**src/rtl/muldiv_if.sv**
```systemverilog
// muldiv_if -- request/response bundle for the iterative multiply/divide unit.
//
// Signals:
//   start     requester -> unit : begin a new operation (honoured only when idle)
//   fn        requester -> unit : RV32M funct3 operation select
//   v1, v2    requester -> unit : operands rs1 / rs2
//   busy      unit -> requester : an operation is in flight
//   done      unit -> requester : one-cycle pulse, out carries a fresh result
//   out       unit -> requester : registered 32-bit result
//   zero      unit -> requester : out is all zeros
//   negative  unit -> requester : sign bit of out
interface muldiv_if;
  logic        start;
  logic [2:0]  fn;
  logic [31:0] v1;
  logic [31:0] v2;
  logic        busy;
  logic        done;
  logic [31:0] out;
  logic        zero;
  logic        negative;

  modport master (
    output start, fn, v1, v2,
    input  busy, done, out, zero, negative
  );

  modport slave (
    input  start, fn, v1, v2,
    output busy, done, out, zero, negative
  );
endinterface

```
**src/rtl/muldiv.sv**
```systemverilog
// muldiv -- RV32M multiply/divide unit, one radix-2 step per clock.
//
// Every operation takes the same 33 edges from the accepting edge to the
// result: 32 RUN steps on unsigned magnitudes, then one FINISH cycle that
// applies the sign and registers the result.
//
// Ports:
//   clk   rising-edge clock
//   rst   synchronous, active-high reset; aborts any operation in flight
//   bus   muldiv_if slave side (start/fn/v1/v2 in, busy/done/out/zero/negative out)
module muldiv (
  input  logic    clk,
  input  logic    rst,
  muldiv_if.slave bus
);

  typedef enum logic [1:0] {
    IDLE   = 2'd0,
    RUN    = 2'd1,
    FINISH = 2'd2
  } state_t;

  state_t      state;
  logic [2:0]  fn_q;
  logic [31:0] opb;
  logic [63:0] acc;
  logic [4:0]  count;
  logic        neg_res;
  logic        done_q;
  logic [31:0] out_q;

  logic        v1_signed;
  logic        v2_signed;
  logic        s1;
  logic        s2;
  logic [31:0] mag1;
  logic [31:0] mag2;
  logic        neg_start;
  logic [63:0] acc_init;
  logic [31:0] opb_init;

  // Operand preparation at the accepting edge.  Multiplies keep the
  // multiplier in the low half of acc and shift it out as the product
  // grows in; divides keep the dividend there and shift quotient bits in.
  // A signed divide by zero must come out as all ones, so the quotient is
  // never negated in that case.
  always_comb begin
    v1_signed = 1'b0;
    v2_signed = 1'b0;
    case (bus.fn)
      3'd1, 3'd4, 3'd6: begin
        v1_signed = 1'b1;
        v2_signed = 1'b1;
      end
      3'd2:    v1_signed = 1'b1;
      default: ;
    endcase

    s1   = v1_signed & bus.v1[31];
    s2   = v2_signed & bus.v2[31];
    mag1 = s1 ? (32'd0 - bus.v1) : bus.v1;
    mag2 = s2 ? (32'd0 - bus.v2) : bus.v2;

    neg_start = 1'b0;
    case (bus.fn)
      3'd1, 3'd2: neg_start = s1 ^ s2;
      3'd4:       neg_start = (bus.v2 != 32'd0) & (s1 ^ s2);
      3'd6:       neg_start = s1;
      default:    neg_start = 1'b0;
    endcase

    if (bus.fn[2]) begin
      acc_init = {32'd0, mag1};
      opb_init = mag2;
    end else begin
      acc_init = {32'd0, mag2};
      opb_init = mag1;
    end
  end

  logic [32:0] mul_sum;
  logic [63:0] mul_next;
  logic [32:0] div_shift;
  logic [32:0] div_diff;
  logic [63:0] div_next;

  // One iteration of each algorithm.  The multiply adds the multiplicand
  // into the high half when the current multiplier bit is set, then shifts
  // the whole 65-bit sum right.  The divide is restoring: shift the
  // partial remainder left, try the subtraction, and keep it only when it
  // does not borrow.
  always_comb begin
    mul_sum   = {1'b0, acc[63:32]} + (acc[0] ? {1'b0, opb} : 33'd0);
    mul_next  = {mul_sum, acc[31:1]};
    div_shift = {acc[63:32], acc[31]};
    div_diff  = div_shift - {1'b0, opb};
    if (div_diff[32]) begin
      div_next = {div_shift[31:0], acc[30:0], 1'b0};
    end else begin
      div_next = {div_diff[31:0], acc[30:0], 1'b1};
    end
  end

  logic [63:0] prod_fix;
  logic [31:0] quo_fix;
  logic [31:0] rem_fix;
  logic [31:0] result;

  // Sign correction and result selection used in FINISH.  After a divide,
  // acc holds {remainder, quotient}; after a multiply, the full product.
  always_comb begin
    prod_fix = neg_res ? (64'd0 - acc) : acc;
    quo_fix  = neg_res ? (32'd0 - acc[31:0]) : acc[31:0];
    rem_fix  = neg_res ? (32'd0 - acc[63:32]) : acc[63:32];
    case (fn_q)
      3'd0:             result = prod_fix[31:0];
      3'd1, 3'd2, 3'd3: result = prod_fix[63:32];
      3'd4, 3'd5:       result = quo_fix;
      default:          result = rem_fix;
    endcase
  end

  // Control FSM and datapath registers.  done is cleared every cycle and
  // only set on the FINISH edge, which makes it a single-cycle pulse; the
  // unit is already back in IDLE while done is high, so a start in that
  // cycle is accepted immediately.
  always_ff @(posedge clk) begin
    if (rst) begin
      state   <= IDLE;
      fn_q    <= 3'd0;
      opb     <= 32'd0;
      acc     <= 64'd0;
      count   <= 5'd0;
      neg_res <= 1'b0;
      done_q  <= 1'b0;
      out_q   <= 32'd0;
    end else begin
      done_q <= 1'b0;
      case (state)
        IDLE: begin
          if (bus.start) begin
            fn_q    <= bus.fn;
            opb     <= opb_init;
            acc     <= acc_init;
            neg_res <= neg_start;
            count   <= 5'd0;
            state   <= RUN;
          end
        end
        RUN: begin
          acc   <= fn_q[2] ? div_next : mul_next;
          count <= count + 5'd1;
          if (count == 5'd31) begin
            state <= FINISH;
          end
        end
        FINISH: begin
          out_q  <= result;
          done_q <= 1'b1;
          state  <= IDLE;
        end
        default: state <= IDLE;
      endcase
    end
  end

  assign bus.busy     = (state != IDLE);
  assign bus.done     = done_q;
  assign bus.out      = out_q;
  assign bus.zero     = (out_q == 32'd0);
  assign bus.negative = out_q[31];

endmodule

```
**src/flat_wrapper.sv**
```systemverilog
// flat-port wrapper written by rule: the top's interface ports become plain ports
module muldiv_flat 
  (clk, rst, bus_start, bus_fn, bus_v1, bus_v2, bus_busy, bus_done, bus_out, bus_zero, bus_negative);
  muldiv_if bus_i ();
  input  logic clk;
  input  logic rst;
  input wire logic [$bits(bus_i.start)-1:0] bus_start;
  input wire logic [$bits(bus_i.fn)-1:0] bus_fn;
  input wire logic [$bits(bus_i.v1)-1:0] bus_v1;
  input wire logic [$bits(bus_i.v2)-1:0] bus_v2;
  output wire logic [$bits(bus_i.busy)-1:0] bus_busy;
  output wire logic [$bits(bus_i.done)-1:0] bus_done;
  output wire logic [$bits(bus_i.out)-1:0] bus_out;
  output wire logic [$bits(bus_i.zero)-1:0] bus_zero;
  output wire logic [$bits(bus_i.negative)-1:0] bus_negative;
  assign bus_i.start = bus_start;
  assign bus_i.fn = bus_fn;
  assign bus_i.v1 = bus_v1;
  assign bus_i.v2 = bus_v2;
  assign bus_busy = bus_i.busy;
  assign bus_done = bus_i.done;
  assign bus_out = bus_i.out;
  assign bus_zero = bus_i.zero;
  assign bus_negative = bus_i.negative;
  muldiv u_core (.clk(clk), .rst(rst), .bus(bus_i));
endmodule
```
**config.mk**
```make
export PLATFORM = sky130hd
export DESIGN_NAME = muldiv_flat
export DESIGN_NICKNAME = d
export VERILOG_FILES = /design/src/rtl/muldiv_if.sv /design/src/rtl/muldiv.sv /design/src/flat_wrapper.sv
export SDC_FILE = /design/constraint.sdc
export NUM_CORES = 1
export LEC_CHECK = 0
export ABC_CLOCK_PERIOD_IN_PS = 4200
export CORE_ASPECT_RATIO = 0.7
export CORE_MARGIN = 1
export CORE_UTILIZATION = 55
export DETAILED_ROUTE_END_ITERATION = 10
export PLACE_DENSITY_LB_ADDON = 0.05
export SLEW_MARGIN = 20
export SYNTH_ARGS = -nofsm -noshare
export SYNTH_HDL_FRONTEND = slang
export SYNTH_SLANG_ARGS = --single-unit
```
**constraint.sdc**
```tcl
create_clock -name clk -period 4.2 [get_ports clk]
set_input_delay 0.84 -clock clk [delete_from_list [all_inputs] [get_ports clk]]
set_output_delay 0.84 -clock clk [all_outputs]
set_load 0.02 [all_outputs]
```
==> results of run 1 <==
[power by group]
part | leakage, nW | switching [mW] | internal [mW] | total, mW
clock | 0.273 | 0.727 | 0.798 | 1.53
sequential | 1.14 | 0.0984 | 1.40 | 1.50
combinational | 4.86 | 1.04 | 0.619 | 1.66
[cell usage after synthesis, types with 4 or more instances]
master | count | share of area, %
a211o_1 | 4 | 0.25
a211oi_1 | 57 | 3.1
a21boi_0 | 8 | 0.43
a21o_1 | 31 | 1.7
a21oi_1 | 191 | 6.9
a221oi_1 | 19 | 1.2
a22oi_1 | 24 | 1.3
a311oi_1 | 7 | 0.44
a31oi_1 | 25 | 1.1
and2_1 | 9 | 0.40
and3_1 | 14 | 0.63
and4_1 | 5 | 0.31
buf_1 | 6 | 0.16
clkbuf_1 | 126 | 3.4
dfxtp_1 | 140 | 20
ha_1 | 70 | 6.3
inv_1 | 72 | 1.9
mux2i_1 | 58 | 4.2
nand2_1 | 189 | 5.1
nand2b_1 | 17 | 0.76
nand3_1 | 26 | 0.94
nand3b_1 | 4 | 0.22
nand4_1 | 19 | 0.85
nor2_1 | 202 | 5.5
nor2b_1 | 17 | 0.76
nor3_1 | 39 | 1.4
nor3b_1 | 7 | 0.38
nor4_1 | 29 | 1.3
o211ai_1 | 44 | 2.4
o21a_1 | 15 | 0.81
o21ai_0 | 117 | 4.2
o21ai_1 | 19 | 0.68
o21bai_1 | 11 | 0.59
o221ai_1 | 15 | 0.94
o22ai_1 | 11 | 0.49
o31ai_1 | 27 | 1.5
o41ai_1 | 12 | 0.76
or2_2 | 7 | 0.31
or3_1 | 19 | 0.85
or4_1 | 12 | 0.65
xnor2_1 | 107 | 6.7
xor2_1 | 65 | 4.1
[state kept, by name (all words and copies together), names as in the netlist]
| name | cells |
|---|---|
| u_core.acc | 64 |
| u_core.neg_res | 1 |
| u_core.fn_q | 3 |
| u_core.bus.done | 1 |
| u_core.opb | 32 |
| u_core.count | 5 |
| u_core.state | 2 |
| u_core.bus.out | 32 |
[layout by cell type, fill, tap and decap left out, drive strengths merged, types with 27 or more instances in the layout]
cell type / n
nor2: 203
a21oi: 191
nand2: 189
dfxtp: 140
o21ai: 137
xnor2: 107
clkdlybuf4s50: 103
inv: 81
ha: 70
buf: 69
xor2: 65
mux2i: 58
a211oi: 57
o211ai: 44
nor3: 40
a21o: 31
nor4: 29
o31ai: 27
[cells by family after synthesis]
kind of cell | Yosys count
xor+xnor | 172
fa+ha+maj | 72
buf+inv | 212
mux | 58
simple gates | 629
flops | 140
compound gates | 670
[layer usage]
metal	part of all wire [%]	GRT usage [%]	up-vias	wire length, µm
li1	-	-	7270	-
met1	44	56.5	7223	22800
met2	41	56.9	841	21400
met3	12	11.3	103	6450
met4	3.1	14.0	0	1650
met5	0	0	-	0
[worst max-delay path, stage by stage (launching register included)]
cell and delay (ps):
dfxtp_1 330, inv_1 70, ha_1 220, fa_1 390, nand2b_1 200, a21o_1 220
a211oi_1 260, nor3b_1 140, a2111oi_2 570, nor3_2 210, nor2_4 860, mux2i_1 280
o221ai_1 140
[worst max-delay path by stage]
stage | to | cells after the start | startpoint | slack [ps]
floorplan | u_core.acc[47] | 13 | u_core.acc[32] | 870
global placement | u_core.acc[48] | 12 | u_core.acc[31] | 430
detailed placement | u_core.acc[48] | 12 | u_core.acc[31] | 310
CTS | u_core.acc[48] | 12 | u_core.acc[31] | 280
global route | u_core.acc[48] | 12 | u_core.acc[31] | 8
finish | u_core.acc[48] | 12 | u_core.acc[31] | 130
[final cells by class]
| type | instances | area [µm²] | share of cell area [%] |
|---|---|---|---|
| multi-input cells | 1601 | 10300 | 64.8 |
| well taps | 325 | 407 | 2.56 |
| clock buffers | 19 | 443 | 2.78 |
| repair buffers | 172 | 1560 | 9.80 |
| flip-flops and latches | 140 | 2810 | 17.6 |
| clock inverters | 13 | 124 | 0.779 |
| inverters | 72 | 270 | 1.70 |
==> flow_summary.ini, run 1 <==
[sta]
finClkSkew_ps = 16.9
setup_viol = 0
tightest_slew_ps = 1080
timing.fmax_ghz = 0.246
worst_slack_ps = 129
setup_tns_ps = 0
finalHoldViolCount = 0
post-route-period-util_pct = 96.9
holdWs_ps = 458
min_period_ps = 4070
slew-limit-headroom_pct = 27.7
rsz0062_at_grt = false
finalMaxSlewViolations = 0

[final_layout]
final_cell_count_no_fill = 2342
layout.nets = 2146
postLayoutCoreUtil_pct = 64.3
n_antenna_cell = 0
syn_to_final_growth_pct = 14.4
final_cell_area_um2 = 15900
final_layout_size_suffix_gt1_share_pct = 6.35
fill_cells = 2251

[global_routing]
antenna_found_initial = 1
gr-total-overflow = 0
grt_pass1_vias = 13484
grt_usage_pct = 39.8
grt_max_degree = 71
grt_pass1_wl_mm = 78.6

[synthesis]
ys_types = 79
syn_nets = 2095
synthCells = 1953
muxShareOfSynthArea_pct = 4.17
synthAdderAreaFrac_pct = 6.58
yosysWarnings = 0
syn_area_um2 = 13900
synth_area_per_cell_um2 = 7.12
synth_edf_count = 0
synth_top_family_by_area = compound AO/OA/AOI/OAI gates
synth_compound_area_share_pct = 31.0
ys.flop_type = dfxtp_1
yosysSeqAreaShare_pct = 20.1
synthXorXnorAreaFrac_pct = 10.8
ys_seq_elements = 140
synthArstFlopShare_pct = 0
synth-simple-area-share_pct = 21.3

[critical_path]
path_max_fanout = 28
regToRegSetupSlack_ps = 130
rr_startpoint = u_core.acc[31]
required_ps = 4480
end_kind = flip-flop
reg2reg_to = u_core.acc[48]
start_kind = flip-flop
worst_ep_arrival_time_ps = 4350
rr_worst_depth = 12
critPathKind = flip-flop to flip-flop

[die]
coreArea_um2 = 24700
die_h_um = 135
initial_utilization_pct = 56.2
io_pins = 106
rows = 48
dieArea_um2 = 25900
die_w_um = 192

[clock_network]
cts_hold_buffers = 0
h-tree-depth = 4
cts_root_buf = clkbuf_16
worst_skew_pair.late_latency_ps = 450
cts_sinks = 140
cts_resized = 0
post_cts.repair.setup_buffers = 0
cts_buffers = 17
clk_pin_slew_worst_paths_ps = 70
cts_tree = built
clk_path_buf_depth = 2

[placed_design]
place_ws_ps = 312
portBuffers = 105
post-dp-hpwl_mm = 40.6
place.gp.congestion = 1.06
post_dp_cell_area_um2 = 15300
dpl.cell_count = 2310

[drt]
drtPass1Iterations = 6
drt-total-wl_mm = 52.4
ant_nets = 0
num_vias = 15437
wl_per_cell_um = 22.4
drc = 0
drt_iter0_markers = 1954
vias_per_cell = 6.59

[hold_path]
hold_end = u_core.opb[19]
hold_class = flip-flop to flip-flop
min_delay_path_depth = 2
hold_start = u_core.opb[19]

[power_and_ir_drop]
p_total_mw = 4.68
ir_drop_v = 0.000282
pwr_density_cell_nw_per_um2 = 294
power.leakage_nw = 6.27

[outcome]
status = completed

[flow_run]
drv_cap = 0
Note: power is estimated with default switching activity, not from simulation.
==> inputs of run 2 (changes only) <==
- ABC_CLOCK_PERIOD_IN_PS: 4200 -> 4150
- clock period: 4.2 -> 4.15 ns (I/O delays scaled with it)
==> run 2 against run 1 <==
Wire length is essentially flat. Core utilization grew 0.20 points. Critical path type unchanged. Non-clock buffer count grew 6. Flip-flop and latch count is the same. Cell count grew 0.34%. Hold slack lost 4.1 ps.
==> flow_summary.ini, run 2 (synthesized netlist as in run 1, its figures left out) <==
[outcome]
status = completed

[clock_network]
cts_buffers = 17
post_cts.repair.setup_buffers = 0
worst_skew_pair.late_latency_ps = 440
h-tree-depth = 4
cts_root_buf = clkbuf_16
clk_path_buf_depth = 2
cts_tree = built
cts_hold_buffers = 0
cts_sinks = 140
clk_pin_slew_worst_paths_ps = 70
cts_resized = 0

[sta]
slew-limit-headroom_pct = 29.6
holdWs_ps = 454
tightest_slew_ps = 1050
setup_tns_ps = 0
finClkSkew_ps = 13.9
finalHoldViolCount = 0
timing.fmax_ghz = 0.248
finalMaxSlewViolations = 0
rsz0062_at_grt = false
worst_slack_ps = 118
post-route-period-util_pct = 97.2
min_period_ps = 4030
setup_viol = 0

[drt]
ant_nets = 0
num_vias = 15541
drt-total-wl_mm = 52.4
vias_per_cell = 6.61
drtPass1Iterations = 8
drc = 0
wl_per_cell_um = 22.3
drt_iter0_markers = 1850

[placed_design]
portBuffers = 105
post-dp-hpwl_mm = 40.4
place.gp.congestion = 1.04
place_ws_ps = 147
post_dp_cell_area_um2 = 15400
dpl.cell_count = 2316

[critical_path]
slowest_delay_ps = 860
end_kind = flip-flop
cp_cell_sequence = inv_1 > ha_1 > fa_1 > nand2b_1 > a21o_1 > a211oi_1 > nor3b_1 > a2111oi_2 > nor3_2 > nor2_2 > mux2i_1 > o21ai_1
slowest_stage = nor2_2
worst_ep_arrival_time_ps = 4330
path_max_fanout = 14
required_ps = 4440
start_kind = flip-flop
critPathKind = flip-flop to flip-flop

[global_routing]
antenna_found_initial = 1
gr-total-overflow = 0
grt_usage_pct = 39.4
grt_pass1_wl_mm = 77.9
grt_max_degree = 74
grt_pass1_vias = 13346

[final_layout]
final_common_cell = nor2_1
final_cell_mix = nor2_1 (202), a21oi_1 (191), nand2_1 (188)
largest_reg_flops = 64
postLayoutCoreUtil_pct = 64.5
layout.nets = 2153
final_layout_size_suffix_gt1_share_pct = 6.57
syn_to_final_growth_pct = 14.7
final_cell_area_um2 = 16000
top_register = u_core.acc
fill_cells = 2319
final_cell_count_no_fill = 2350

[power_and_ir_drop]
power.leakage_nw = 6.31
ir_drop_v = 0.000303
p_total_mw = 4.74
pwr_density_cell_nw_per_um2 = 297

[flow_run]
drv_cap = 0

[die]
coreArea_um2 = 24700
die_h_um = 135
io_pins = 106
rows = 48
die_w_um = 192
initial_utilization_pct = 56.2
dieArea_um2 = 25900

[hold_path]
hold_class = flip-flop to flip-flop
## run 2: cell types whose count changed in the layout (fill, tap and decap cells not counted), sizes merged
cell / previous run / this run
clkbuf: 19 / 20
clkinvlp: 2 / 1
inv: 81 / 80
bufinv: 0 / 1
diode: 0 / 1
buf: 69 / 75
nor2: 203 / 204
## run 2: area by class of cell
class	instances	area, µm²	area share, %
Inverter	72	270	1.69
Multi-Input combinational cell	1602	10300	64.6
Antenna cell	1	2.50	0.0157
Clock inverter	12	126	0.792
Clock buffer	20	437	2.74
Sequential cell	140	2810	17.6
Tap cell	325	407	2.55
Timing Repair Buffer	178	1600	10.1
## run 2: worst max-delay path, delay by kind of cell (launching register included)
kind | cells | cell delay [ps]
buffers and inverters | 1 | 100
and+or+nand+nor | 4 | 1410
AOI/OAI and AO/OA | 4 | 1070
adders and majority gates | 2 | 630
muxes | 1 | 280
DFF | 1 | 400
## run 2: worst paths after layout
kind / startpoint / endpoint / slack (ps) / cells after the start
min reg2reg: u_core.opb[14] / u_core.opb[14] / 450 / 2
min: u_core.opb[14] / u_core.opb[14] / 450 / 2
max reg2reg: u_core.acc[31] / u_core.acc[55] / 120 / 12
max: u_core.acc[31] / u_core.acc[55] / 120 / 12
## run 2: metal layers
metal  wire, µm  GRT usage (%)
met4       1220           11.5
met1      23000           57.3
met2      21900           57.4
met3       6190           8.73
met5          0              0
## run 2: power breakdown
part | total, mW | internal [mW] | switching (mW)
sequential | 1.51 | 1.41 | 0.0979
combinational | 1.68 | 0.634 | 1.05
clock | 1.55 | 0.845 | 0.704
total | 4.74 | 2.89 | 1.85
==> inputs of run 3 (changes only) <==
- CORE_UTILIZATION: 55 -> 35
==> run 3 against run 2 <==
Non-clock buffer count rose by 23. Register-to-register slack better by 200 ps. First-iteration DRC count decreased by 24%. Cell area up 2.9%. Sequential power barely moved. Core utilization decreased by 22 points. Clock-buffer cell count shrank 3.
==> flow_summary.ini, run 3 (synthesized netlist as in run 1, its figures left out) <==
[placed_design]
dpl.cell_count = 2541
place.gp.congestion = 0.955
portBuffers = 105
post-dp-hpwl_mm = 47.2
post_dp_cell_area_um2 = 15800

[clock_network]
cts_resized = 0
h-tree-depth = 4
cts_hold_buffers = 0
worst_skew_pair.late_latency_ps = 470
cts_sinks = 140
cts_root_buf = clkbuf_16
cts_buffers = 17
clk_path_buf_depth = 2
clk_pin_slew_worst_paths_ps = 70
cts_tree = built
post_cts.repair.setup_buffers = 0

[global_routing]
grt_pass1_vias = 13965
grt_pass1_wl_mm = 89.1
grt_usage_pct = 29.2
gr-total-overflow = 0
grt_max_degree = 74
antenna_found_initial = 1

[sta]
slew-limit-headroom_pct = 19.6
rsz0062_at_grt = false
timing.fmax_ghz = 0.261
finClkSkew_ps = 18.7
tightest_slew_ps = 1200
post-route-period-util_pct = 92.5
finalMaxSlewViolations = 0
finalHoldViolCount = 0
setup_tns_ps = 0
holdWs_ps = 449
min_period_ps = 3840
setup_viol = 0

[power_and_ir_drop]
pwr_density_cell_nw_per_um2 = 297
sw_frac_of_total_pct = 40.0
power.leakage_nw = 6.44
p_clk_share_pct = 33.2
switchingPower_mw = 1.95
combPwrFrac_pct = 35.7
internal_power_mw = 2.93
ir_drop_v = 0.000295
p_seq_share_pct = 31.1

[final_layout]
postLayoutCoreUtil_pct = 42.3
regArea_um2 = 2810
syn_to_final_growth_pct = 18.1
final_layout_size_suffix_gt1_share_pct = 7.77
multi_input_area_um2 = 10300
top_register = u_core.acc
layout.nets = 2175
fill_cells = 4092
final_cell_area_um2 = 16400
largest_reg_flops = 64
final_common_cell = nor2_1
final_cell_mix = nor2_1 (202), a21oi_1 (191), nand2_1 (188)
final_cell_count_no_fill = 2574

[critical_path]
rr_worst_depth = 12
required_ps = 4540
critPathKind = flip-flop to flip-flop
path_max_fanout = 6
cp_common_cell = a21oi_1
worst_ep_arrival_time_ps = 4220
cp_cell_sequence = inv_1 > ha_1 > fa_1 > nand2b_1 > a21o_1 > a211oi_1 > nor3b_1 > a2111oi_2 > o21ai_0 > a21oi_1 > a21oi_1 > o21ai_1
slowest_stage = a2111oi_2
slowest_delay_ps = 600
end_kind = flip-flop
start_kind = flip-flop

[drt]
ant_nets = 0
top_layer = met4
drtPass1Iterations = 5
route.met3.wl_mm = 4.02
wl_per_cell_um = 23.0
route.met2.wl_mm = 24.4
num_vias = 15208
drt_iter0_markers = 1412
m1WireLength_mm = 29.9
vias_per_cell = 5.91
drt-total-wl_mm = 59.2
drc = 0

[hold_path]
min_delay_path_depth = 2
hold_class = flip-flop to flip-flop

[die]
coreArea_um2 = 38800
rows = 60
io_pins = 106
die_w_um = 240
dieArea_um2 = 40600
die_h_um = 169
initial_utilization_pct = 35.8

[outcome]
status = completed

[flow_run]
drv_cap = 0
[run 3: cell types whose count changed in the layout (fill, tap and decap cells not counted), sizes merged]
cell    delta
buf       +23
clkbuf     -3
clkinv     +2
inv        +1
nor2       -1
[run 3: cell type report]
| type | instances | area share (%) |
|---|---|---|
| antenna | 1 | 0.0152 |
| clock buffer | 17 | 2.59 |
| clock inverter | 15 | 1.02 |
| inverter | 72 | 1.65 |
| multi-input combinational | 1601 | 62.7 |
| sequential | 140 | 17.1 |
| tap | 527 | 4.01 |
| timing repair buffer | 201 | 10.9 |
[run 3: per-stage QoR]
step / power (mW) / setup slack [ps]
2_1_floorplan: 2.63 / 823
3_3_place_gp: 3.25 / 97.1
3_5_place_dp: 3.25 / -23.2
4_1_cts: 4.89 / 347
5_1_grt: 5.12 / 59.3
6_report: 4.88 / 313
[run 3: final timing paths]
check	from	endpoint	slack, ps
hold reg to reg	u_core.opb[21]	u_core.opb[21]	450
setup / recovery	u_core.acc[31]	u_core.acc[50]	310
setup reg to reg	u_core.acc[31]	u_core.acc[50]	310
hold / removal	u_core.opb[21]	u_core.opb[21]	450
[run 3: routing by layer]
layer	vias up	track usage [%]
met5	-	0
met2	555	41.6
met4	0	6.62
met3	54	4.26
li1	7316	-
met1	7283	45.1
[run 3: power groups by stage]
stage	logic, mW	clock network [mW]	registers, mW
floorplan	1.14	0	1.49
global placement	1.71	0	1.54
detailed placement	1.71	0	1.54
CTS	1.72	1.66	1.51
global route	1.88	1.71	1.52
finish	1.74	1.62	1.52
[run 3: critical path: cells and delay by family, from the launching register on]
kind | cells | cell delay [ps]
flip-flops | 1 | 460
AND/OR/NAND/NOR | 2 | 370
AO/OA/AOI/OAI | 7 | 2130
buffers and inverters | 1 | 140
adder cells (fa/ha/maj) | 2 | 680
